$ cat src/rtl/mem_stage_access_unit_if.sv
// Bundle of EX/MEM inputs, data-memory bus and MEM/WB outputs for mem_stage_access_unit.
// master = the MEM stage itself, slave = the surrounding pipeline / memory / bench.
interface mem_stage_access_unit_if;
  // EX/MEM pipeline register contents
  logic        flush;
  logic        valid_in;
  logic [15:0] pc_in;
  logic [15:0] alu_result_in;
  logic [15:0] read_data2_in;
  logic [1:0]  reg_dst_in;
  logic        mem_read_in;
  logic        mem_write_in;
  logic        reg_write_in;
  // Data memory: d_req rises with d_we/d_addr/d_wdata and holds them stable until the
  // first cycle d_ack is high; that cycle completes the access and d_req drops next edge.
  logic        d_req;
  logic        d_we;
  logic [15:0] d_addr;
  logic [15:0] d_wdata;
  logic        d_ack;
  logic [15:0] d_rdata;
  // MEM/WB side
  logic        mem_stall;
  logic        wb_valid;
  logic [15:0] wb_pc;
  logic [15:0] wb_data;
  logic [1:0]  wb_reg_dst;
  logic        wb_reg_write;
  logic        mem_error;
  logic        dbg_state;

  modport master (
    input  flush, valid_in, pc_in, alu_result_in, read_data2_in, reg_dst_in,
           mem_read_in, mem_write_in, reg_write_in, d_ack, d_rdata,
    output d_req, d_we, d_addr, d_wdata, mem_stall, wb_valid, wb_pc, wb_data,
           wb_reg_dst, wb_reg_write, mem_error, dbg_state
  );

  modport slave (
    output flush, valid_in, pc_in, alu_result_in, read_data2_in, reg_dst_in,
           mem_read_in, mem_write_in, reg_write_in, d_ack, d_rdata,
    input  d_req, d_we, d_addr, d_wdata, mem_stall, wb_valid, wb_pc, wb_data,
           wb_reg_dst, wb_reg_write, mem_error, dbg_state
  );
endinterface

$ cat src/rtl/mem_stage_access_unit.sv
// MEM stage of the 16-bit TSC pipeline: data-memory req/ack handshake, upstream stall, WB outputs.
// Optional access timeout with sticky mem_error is enabled by defining MEM_ACCESS_TIMEOUT_EN.
module mem_stage_access_unit #(
  parameter int unsigned TIMEOUT_CYCLES = 255
) (
  input logic                      clk,
  input logic                      reset_n,
  mem_stage_access_unit_if.master  bus
);
  typedef enum logic {IDLE = 1'b0, REQ = 1'b1} state_t;

  state_t      state;
  logic [15:0] lat_pc;
  logic [1:0]  lat_reg_dst;
  logic        lat_reg_write;
  logic        lat_is_load;
  logic        is_mem_op;
  logic        timeout_hit;

  assign is_mem_op     = bus.mem_read_in | bus.mem_write_in;
  assign bus.mem_stall = (state == REQ);
  assign bus.dbg_state = (state == REQ);

`ifdef MEM_ACCESS_TIMEOUT_EN
  localparam logic [7:0] TIMEOUT_LAST = 8'(TIMEOUT_CYCLES - 1);
  logic [7:0] timeout_cnt;

  // An ack arriving on the last allowed cycle still completes the access normally.
  assign timeout_hit = !bus.d_ack && (timeout_cnt == TIMEOUT_LAST);

  always_ff @(posedge clk or negedge reset_n) begin
    if (!reset_n) begin
      timeout_cnt   <= '0;
      bus.mem_error <= 1'b0;
    end else if (state == IDLE) begin
      timeout_cnt <= '0;
    end else begin
      if (timeout_hit) bus.mem_error <= 1'b1;
      if (!bus.d_ack)  timeout_cnt   <= timeout_cnt + 8'd1;
    end
  end
`else
  logic unused_timeout;
  assign timeout_hit    = 1'b0;
  assign unused_timeout = (TIMEOUT_CYCLES == 0);
  assign bus.mem_error  = 1'b0;
`endif

  always_ff @(posedge clk or negedge reset_n) begin
    if (!reset_n) begin
      state            <= IDLE;
      bus.d_req        <= 1'b0;
      bus.d_we         <= 1'b0;
      bus.d_addr       <= '0;
      bus.d_wdata      <= '0;
      bus.wb_valid     <= 1'b0;
      bus.wb_pc        <= '0;
      bus.wb_data      <= '0;
      bus.wb_reg_dst   <= '0;
      bus.wb_reg_write <= 1'b0;
      lat_pc           <= '0;
      lat_reg_dst      <= '0;
      lat_reg_write    <= 1'b0;
      lat_is_load      <= 1'b0;
    end else begin
      case (state)
        IDLE: begin
          if (bus.flush || !bus.valid_in) begin
            bus.wb_valid     <= 1'b0;
            bus.wb_reg_write <= 1'b0;
          end else if (!is_mem_op) begin
            bus.wb_valid     <= 1'b1;
            bus.wb_pc        <= bus.pc_in;
            bus.wb_data      <= bus.alu_result_in;
            bus.wb_reg_dst   <= bus.reg_dst_in;
            bus.wb_reg_write <= bus.reg_write_in;
          end else begin
            // d_addr/d_wdata double as the latched address and store data.
            lat_pc           <= bus.pc_in;
            lat_reg_dst      <= bus.reg_dst_in;
            lat_reg_write    <= bus.reg_write_in;
            lat_is_load      <= bus.mem_read_in;
            bus.d_req        <= 1'b1;
            bus.d_we         <= bus.mem_write_in & ~bus.mem_read_in;
            bus.d_addr       <= bus.alu_result_in;
            bus.d_wdata      <= bus.read_data2_in;
            bus.wb_valid     <= 1'b0;
            bus.wb_reg_write <= 1'b0;
            state            <= REQ;
          end
        end
        REQ: begin
          if (bus.d_ack) begin
            bus.d_req        <= 1'b0;
            bus.d_we         <= 1'b0;
            bus.wb_valid     <= 1'b1;
            bus.wb_pc        <= lat_pc;
            bus.wb_reg_dst   <= lat_reg_dst;
            bus.wb_data      <= lat_is_load ? bus.d_rdata : bus.d_addr;
            bus.wb_reg_write <= lat_is_load & lat_reg_write;
            state            <= IDLE;
          end else if (timeout_hit) begin
            bus.d_req        <= 1'b0;
            bus.d_we         <= 1'b0;
            bus.wb_valid     <= 1'b0;
            bus.wb_reg_write <= 1'b0;
            state            <= IDLE;
          end else begin
            bus.wb_valid     <= 1'b0;
            bus.wb_reg_write <= 1'b0;
          end
        end
        default: state <= IDLE;
      endcase
    end
  end
endmodule

$ cat src/flat_wrapper.sv
// flat-port wrapper written by rule: the top's interface ports become plain ports
module mem_stage_access_unit_flat 
#(
  parameter int unsigned TIMEOUT_CYCLES = 255
)
  (clk, reset_n, bus_flush, bus_valid_in, bus_pc_in, bus_alu_result_in, bus_read_data2_in, bus_reg_dst_in, bus_mem_read_in, bus_mem_write_in, bus_reg_write_in, bus_d_ack, bus_d_rdata, bus_d_req, bus_d_we, bus_d_addr, bus_d_wdata, bus_mem_stall, bus_wb_valid, bus_wb_pc, bus_wb_data, bus_wb_reg_dst, bus_wb_reg_write, bus_mem_error, bus_dbg_state);
  mem_stage_access_unit_if bus_i ();
  input logic clk;
  input logic reset_n;
  input wire logic [$bits(bus_i.flush)-1:0] bus_flush;
  input wire logic [$bits(bus_i.valid_in)-1:0] bus_valid_in;
  input wire logic [$bits(bus_i.pc_in)-1:0] bus_pc_in;
  input wire logic [$bits(bus_i.alu_result_in)-1:0] bus_alu_result_in;
  input wire logic [$bits(bus_i.read_data2_in)-1:0] bus_read_data2_in;
  input wire logic [$bits(bus_i.reg_dst_in)-1:0] bus_reg_dst_in;
  input wire logic [$bits(bus_i.mem_read_in)-1:0] bus_mem_read_in;
  input wire logic [$bits(bus_i.mem_write_in)-1:0] bus_mem_write_in;
  input wire logic [$bits(bus_i.reg_write_in)-1:0] bus_reg_write_in;
  input wire logic [$bits(bus_i.d_ack)-1:0] bus_d_ack;
  input wire logic [$bits(bus_i.d_rdata)-1:0] bus_d_rdata;
  output wire logic [$bits(bus_i.d_req)-1:0] bus_d_req;
  output wire logic [$bits(bus_i.d_we)-1:0] bus_d_we;
  output wire logic [$bits(bus_i.d_addr)-1:0] bus_d_addr;
  output wire logic [$bits(bus_i.d_wdata)-1:0] bus_d_wdata;
  output wire logic [$bits(bus_i.mem_stall)-1:0] bus_mem_stall;
  output wire logic [$bits(bus_i.wb_valid)-1:0] bus_wb_valid;
  output wire logic [$bits(bus_i.wb_pc)-1:0] bus_wb_pc;
  output wire logic [$bits(bus_i.wb_data)-1:0] bus_wb_data;
  output wire logic [$bits(bus_i.wb_reg_dst)-1:0] bus_wb_reg_dst;
  output wire logic [$bits(bus_i.wb_reg_write)-1:0] bus_wb_reg_write;
  output wire logic [$bits(bus_i.mem_error)-1:0] bus_mem_error;
  output wire logic [$bits(bus_i.dbg_state)-1:0] bus_dbg_state;
  assign bus_i.flush = bus_flush;
  assign bus_i.valid_in = bus_valid_in;
  assign bus_i.pc_in = bus_pc_in;
  assign bus_i.alu_result_in = bus_alu_result_in;
  assign bus_i.read_data2_in = bus_read_data2_in;
  assign bus_i.reg_dst_in = bus_reg_dst_in;
  assign bus_i.mem_read_in = bus_mem_read_in;
  assign bus_i.mem_write_in = bus_mem_write_in;
  assign bus_i.reg_write_in = bus_reg_write_in;
  assign bus_i.d_ack = bus_d_ack;
  assign bus_i.d_rdata = bus_d_rdata;
  assign bus_d_req = bus_i.d_req;
  assign bus_d_we = bus_i.d_we;
  assign bus_d_addr = bus_i.d_addr;
  assign bus_d_wdata = bus_i.d_wdata;
  assign bus_mem_stall = bus_i.mem_stall;
  assign bus_wb_valid = bus_i.wb_valid;
  assign bus_wb_pc = bus_i.wb_pc;
  assign bus_wb_data = bus_i.wb_data;
  assign bus_wb_reg_dst = bus_i.wb_reg_dst;
  assign bus_wb_reg_write = bus_i.wb_reg_write;
  assign bus_mem_error = bus_i.mem_error;
  assign bus_dbg_state = bus_i.dbg_state;
  mem_stage_access_unit #(.TIMEOUT_CYCLES(TIMEOUT_CYCLES)) u_core (.clk(clk), .reset_n(reset_n), .bus(bus_i));
endmodule
$ cat config.mk
export PLATFORM = sky130hd
export DESIGN_NAME = mem_stage_access_unit_flat
export DESIGN_NICKNAME = d
export VERILOG_FILES = /design/src/rtl/mem_stage_access_unit_if.sv /design/src/rtl/mem_stage_access_unit.sv /design/src/flat_wrapper.sv
export SDC_FILE = /design/constraint.sdc
export NUM_CORES = 1
export LEC_CHECK = 0
export CORE_MARGIN = 2
export CORE_UTILIZATION = 36
export DETAILED_ROUTE_END_ITERATION = 8
export PLACE_DENSITY = 0.68
export SLEW_MARGIN = 30
export SYNTH_ARGS = -nofsm -noshare
export SYNTH_HDL_FRONTEND = slang
export SYNTH_SLANG_ARGS = --single-unit
$ cat constraint.sdc
create_clock -name clk -period 2 [get_ports clk]
set_clock_uncertainty 0.2 [all_clocks]
set_input_delay 0.6 -clock clk [delete_from_list [all_inputs] [get_ports clk]]
set_output_delay 0.6 -clock clk [all_outputs]
set_load 0.02 [all_outputs]
== Yosys cells after proc, flatten, opt, wreduce, memory -nomap -nowiden ==
Cells that the tools add are included.
Storage, ports and cells
  register bits: 91
  input port bits: 74
  output and inout port bits: 73
  word-level logic and storage cells: 61
Cells by class
  eq/ne operators: 4
  mux-type cells: 32
  bitwise gates (word level): 6
  reductions and logical operators: 5
Operators with widths (number)
  two-way mux 16 bit: 7
  one-hot mux 16 bit (2 select lines): 2
  two-way mux 1 bit: 14
  one-hot mux 1 bit (2 select lines): 5
  AND reduction 3 bit: 3
  two-way mux 2 bit: 3
  != test 2 bit, second input constant: 3
  one-hot mux 2 bit (2 select lines): 1
  inverter 1 bit: 3
  bitwise AND 1 bit: 2
  != test 2 x 1 -> 1 bit, second input constant: 1
  zero test 1 bit: 1
  logical OR 1 bit: 1
  bitwise OR 1 bit: 1

== Longest topological paths before layout ==
  word-level depth: 5
  gate-level depth with buffers: 5
  gate-level depth less buffers: 4

== Least setup slack after synthesis ==
No wires, ideal clock.
  path type: input port to flip-flop
  from: input port bus_flush
  to: register u_core.bus.d_addr[0]
  setup time: 128 ps
  data arrival time: 1643 ps
  data required time: 1672 ps
  slack: 29 ps
  stages on the path: 4
  path buffers: 1
  cell sequence: or3b_4 > nor2_8 > buf_4 > mux2_1
On the way
  word-level cells in the longest chain between the ends: 3
RTL lines
  start, declared: line flat_wrapper.sv:10  | input wire logic [$bits(bus_i.flush)-1:0] bus_flush;
  logical OR 1 bit: line mem_stage_access_unit.sv:68  | if (bus.flush || !bus.valid_in) begin
  inverter 1 bit (no source line)
  AND reduction 3 bit (no source line)
  end signal, assigned: line mem_stage_access_unit.sv:85  | bus.d_addr <= bus.alu_result_in;
  end, declared: line mem_stage_access_unit_if.sv:35  | output d_req, d_we, d_addr, d_wdata, mem_stall, wb_valid, wb_pc, wb_data,
No other way between the ends.
A chain may end at the register's enable or synchronous reset.

== Worst setup path in the final report ==
  from: input port bus_mem_write_in
  to: register u_core.bus.d_addr[2]
On the way
  word-level cells in the longest chain between the ends: 2
RTL lines
  start, declared: line flat_wrapper.sv:17  | input wire logic [$bits(bus_i.mem_write_in)-1:0] bus_mem_write_in;
  bitwise OR 1 bit: line mem_stage_access_unit.sv:20  | assign is_mem_op = bus.mem_read_in | bus.mem_write_in;
  AND reduction 3 bit (no source line)
No other way between the ends.

==> summary.txt <==
Power
  – Static Leak: 2.79 nW
  – Power Density: 1020 nW/um2
  – Max IR drop VDD: 619 uV
  – Total power: 6.21 mW

STA
  – RSZ-0062 raised after global routing: true
  – Fin. Hold Viols: 0
  – Max frequency: 496 MHz
  – Final setup viols: 10
  – Tcrit/Tclk final: 1.01
  – Setup TNS: -0.0507 ns
  – Final Hold Slack: 0.281 ns
  – Slew Limit Fails: 0
  – Worst setup margin: -0.0157 ns
  – Minimum clock period: 2.02 ns

GRT
  – Vias in the first global route: 3105
  – Largest net degree at the start of global routing: 42
  – First-pass GRT wire length: 16.0 mm
  – Initial antenna violation count: 0
  – Grt ovf: 0
  – Tot GR Track Use: 0.181

Clock tree
  – CTS sink count: 91
  – Worst-Skew Late Latency: 0.35 ns
  – Root Buffer: clkbuf_8
  – Reg clk slew, reported paths: 0.09 ns
  – TritonCTS clock tree: built
  – H-tree levels: 3
  – Total CTS buffers: 9
  – CTS max path bufs: 2

Placed design
  – Setup WS pre-CTS: -0.531 ns
  – DP Cell Count: 555
  – Placed cell area: 5630 um2
  – Buffers on Ports: 145
  – GPL Wtd Cong: 0.759
  – DP HPWL: 7.05 mm

Floorplanning
  – Die span in y: 107 um
  – I/O pins: 147
  – Starting Density: 0.371
  – Die Wd: 107 um
  – Total core area: 10300 um2
  – Row cnt: 37
  – DIE AREA: 11500 um2

Setup path
  – Reg2reg start: u_core.bus.dbg_state$_DFF_PN0_
  – Arrival time worst endpoint: 2.05 ns
  – Reg2Reg Depth: 4
  – Critical Path RT: 2.04 ns
  – Worst R2R Setup Slack: 0.02 ns
  – Startpoint Class: input port
  – Crit path kind: in2reg
  – Crit-path max FO: 11
  – Crit. End Element: flip-flop
  – R2R Path End: u_core.bus.d_addr[2]$_DFFE_PN0P_

Yosys
  – Mapped cell area: 3830 um2
  – Post-Syn Instances: 266
  – Synth cell types: 30
  – Async S/R FF share, synth: 1.00
  – Synth area leaders: dfrtp_1, mux2_1, a221o_1
  – Post-synth top flop: dfrtp_1
  – Post-synth net total: 340
  – Yosys warns: 0
  – Area leader, netlist: dfrtp_1
  – Average instance area after synthesis: 14.4 um2
  – Seq/Total Area, Yosys: 0.594
  – Top cell type's share of synthesized area: 0.594
  – FF+latch count, synth: 91
  – Number of synthesized flops with an enable pin: 0

Detailed routing
  – Wire length per cell: 18.2 um
  – Drt initial violations: 93
  – Residual antenna-violating net count after detailed routing: 0
  – Routed Wire Length: 10.6 mm
  – Pre-antenna DRT Iters: 6
  – Via/cell ratio: 5.02
  – DR vias: 2918
  – DRC: 0

Hold path
  – Worst hold stages: 1
  – Worst min path class: reg2reg
  – Sink of the worst hold path: u_core.bus.d_req$_DFFE_PN0P_
  – Worst hold start: u_core.bus.d_req$_DFFE_PN0P_

Status
  – Failing checks: negative setup slack
  – Outcome: complete, but fails checks

Finish
  – Final std cells w/o fill: 581
  – Area Overhead vs Synth: 59.4%
  – Design Area, Final: 6110 um2
  – Nets: 514
  – Share of post-route cells with drive strength above 1: 0.240
  – Diode count: 0
  – Final Util: 0.592

Job
  – Number of max-cap violations: 0
-- kinds of logic after synthesis --
group / after synthesis / share of synthesized area
AO/OA/AOI/OAI: 42 / 0.113
flip-flops: 91 / 0.594
buffers and inverters: 19 / 0.0284
other: 1 / 0.000978
multiplexers: 67 / 0.192
AND/OR/NAND/NOR: 46 / 0.0722
-- where the power goes --
part	switching (mW)	internal, mW
sequential	0.284	2.32
clock	0.663	0.713
combinational	1.06	1.17
total	2.00	4.20
-- registers in the layout, indices dropped and copies added, names as in the netlist --
name and flops:
u_core.bus.d_addr 16, u_core.bus.d_req 1, u_core.bus.d_wdata 16, u_core.bus.d_we 1
u_core.bus.dbg_state 1, u_core.bus.wb_data 16, u_core.bus.wb_pc 16, u_core.bus.wb_reg_dst 2
u_core.bus.wb_reg_write 1, u_core.bus.wb_valid 1, u_core.lat_is_load 1, u_core.lat_pc 16
u_core.lat_reg_dst 2, u_core.lat_reg_write 1
-- Yosys cell counts, drive strengths merged, types with 2 or more instances --
library cell / count
inv: 3
a21oi: 2
a221o: 16
nand2: 3
dfrtp: 91
nand2b: 20
nor3: 2
nor2: 18
a21o: 2
o221a: 18
mux2: 51
buf: 12
mux2i: 16
clkbuf: 4
-- layout make-up --
cell class	instances	area, um2
well taps	136	170
multi-input cells	156	1600
fillers	858	4210
clock inverters	7	98.8
clock buffers	9	124
inverters	3	11.3
repair buffers	179	1830
flip-flops and latches	91	2280
-- how the worst max path moves through the flow --
| stage | startpoint | cells past startpoint | slack (ns) | end |
|---|---|---|---|---|
| finish | bus_mem_write_in | 6 | -0.02 | u_core.bus.d_addr[2]$_DFFE_PN0P_ |
| global route | u_core.bus.dbg_state$_DFF_PN0_ | 4 | -0.05 | u_core.lat_pc[0]$_DFFE_PN0P_ |
| CTS | bus_flush | 6 | 0.0002 | u_core.bus.d_wdata[4]$_DFFE_PN0P_ |
| detailed placement | bus_valid_in | 5 | -0.53 | u_core.lat_reg_dst[1]$_DFFE_PN0P_ |
| global placement | bus_valid_in | 5 | -0.50 | u_core.lat_pc[10]$_DFFE_PN0P_ |
| floorplan | bus_flush | 4 | 0.03 | u_core.bus.d_addr[0]$_DFFE_PN0P_ |
-- layout by cell type (no fill, tap or decap), types with 2 or more instances in the layout --
| cell type | count |
|---|---|
| buf_12 | 9 |
| o221a_2 | 8 |
| buf_16 | 2 |
| bufinv_16 | 2 |
| mux2i_1 | 16 |
| dlygate4sd2_1 | 74 |
| clkdlybuf4s50_1 | 70 |
| a21o_1 | 2 |
| mux2_1 | 11 |
| o221a_1 | 10 |
| buf_4 | 19 |
| nand2_1 | 2 |
| mux2_4 | 40 |
| clkbuf_8 | 9 |
| inv_1 | 2 |
| clkbuf_16 | 2 |
| a221o_1 | 16 |
| dfrtp_1 | 90 |
| nor2_1 | 16 |
| inv_6 | 2 |
| nand2b_1 | 20 |
-- repair_timing --
item / CTS / global route
hold buffers: 1 / 0
gates cloned: 3 / 2
gates resized for setup: 80 / 38
hold endpoints to repair: 3 / 0
pin swaps: 2 / 2
setup endpoints to repair: 154 / 47
buffers inserted: 2 / 2
-- layer usage --
layer,track usage,up-vias,part of all wire
met5,0,-,0
met4,0.0575,0,0.011
met3,0.0444,8,0.054
met2,0.311,85,0.51
met1,0.224,1493,0.43
li1,-,1332,-
-- critical path, stage by stage --
cell and delay [ns]:
clkdlybuf4s50_1 0.50, nor2_2 0.06, buf_12 0.13, nor2_8 0.13, bufbuf_16 0.30, mux2_1 0.32
(Power assumes the default switching activity.)
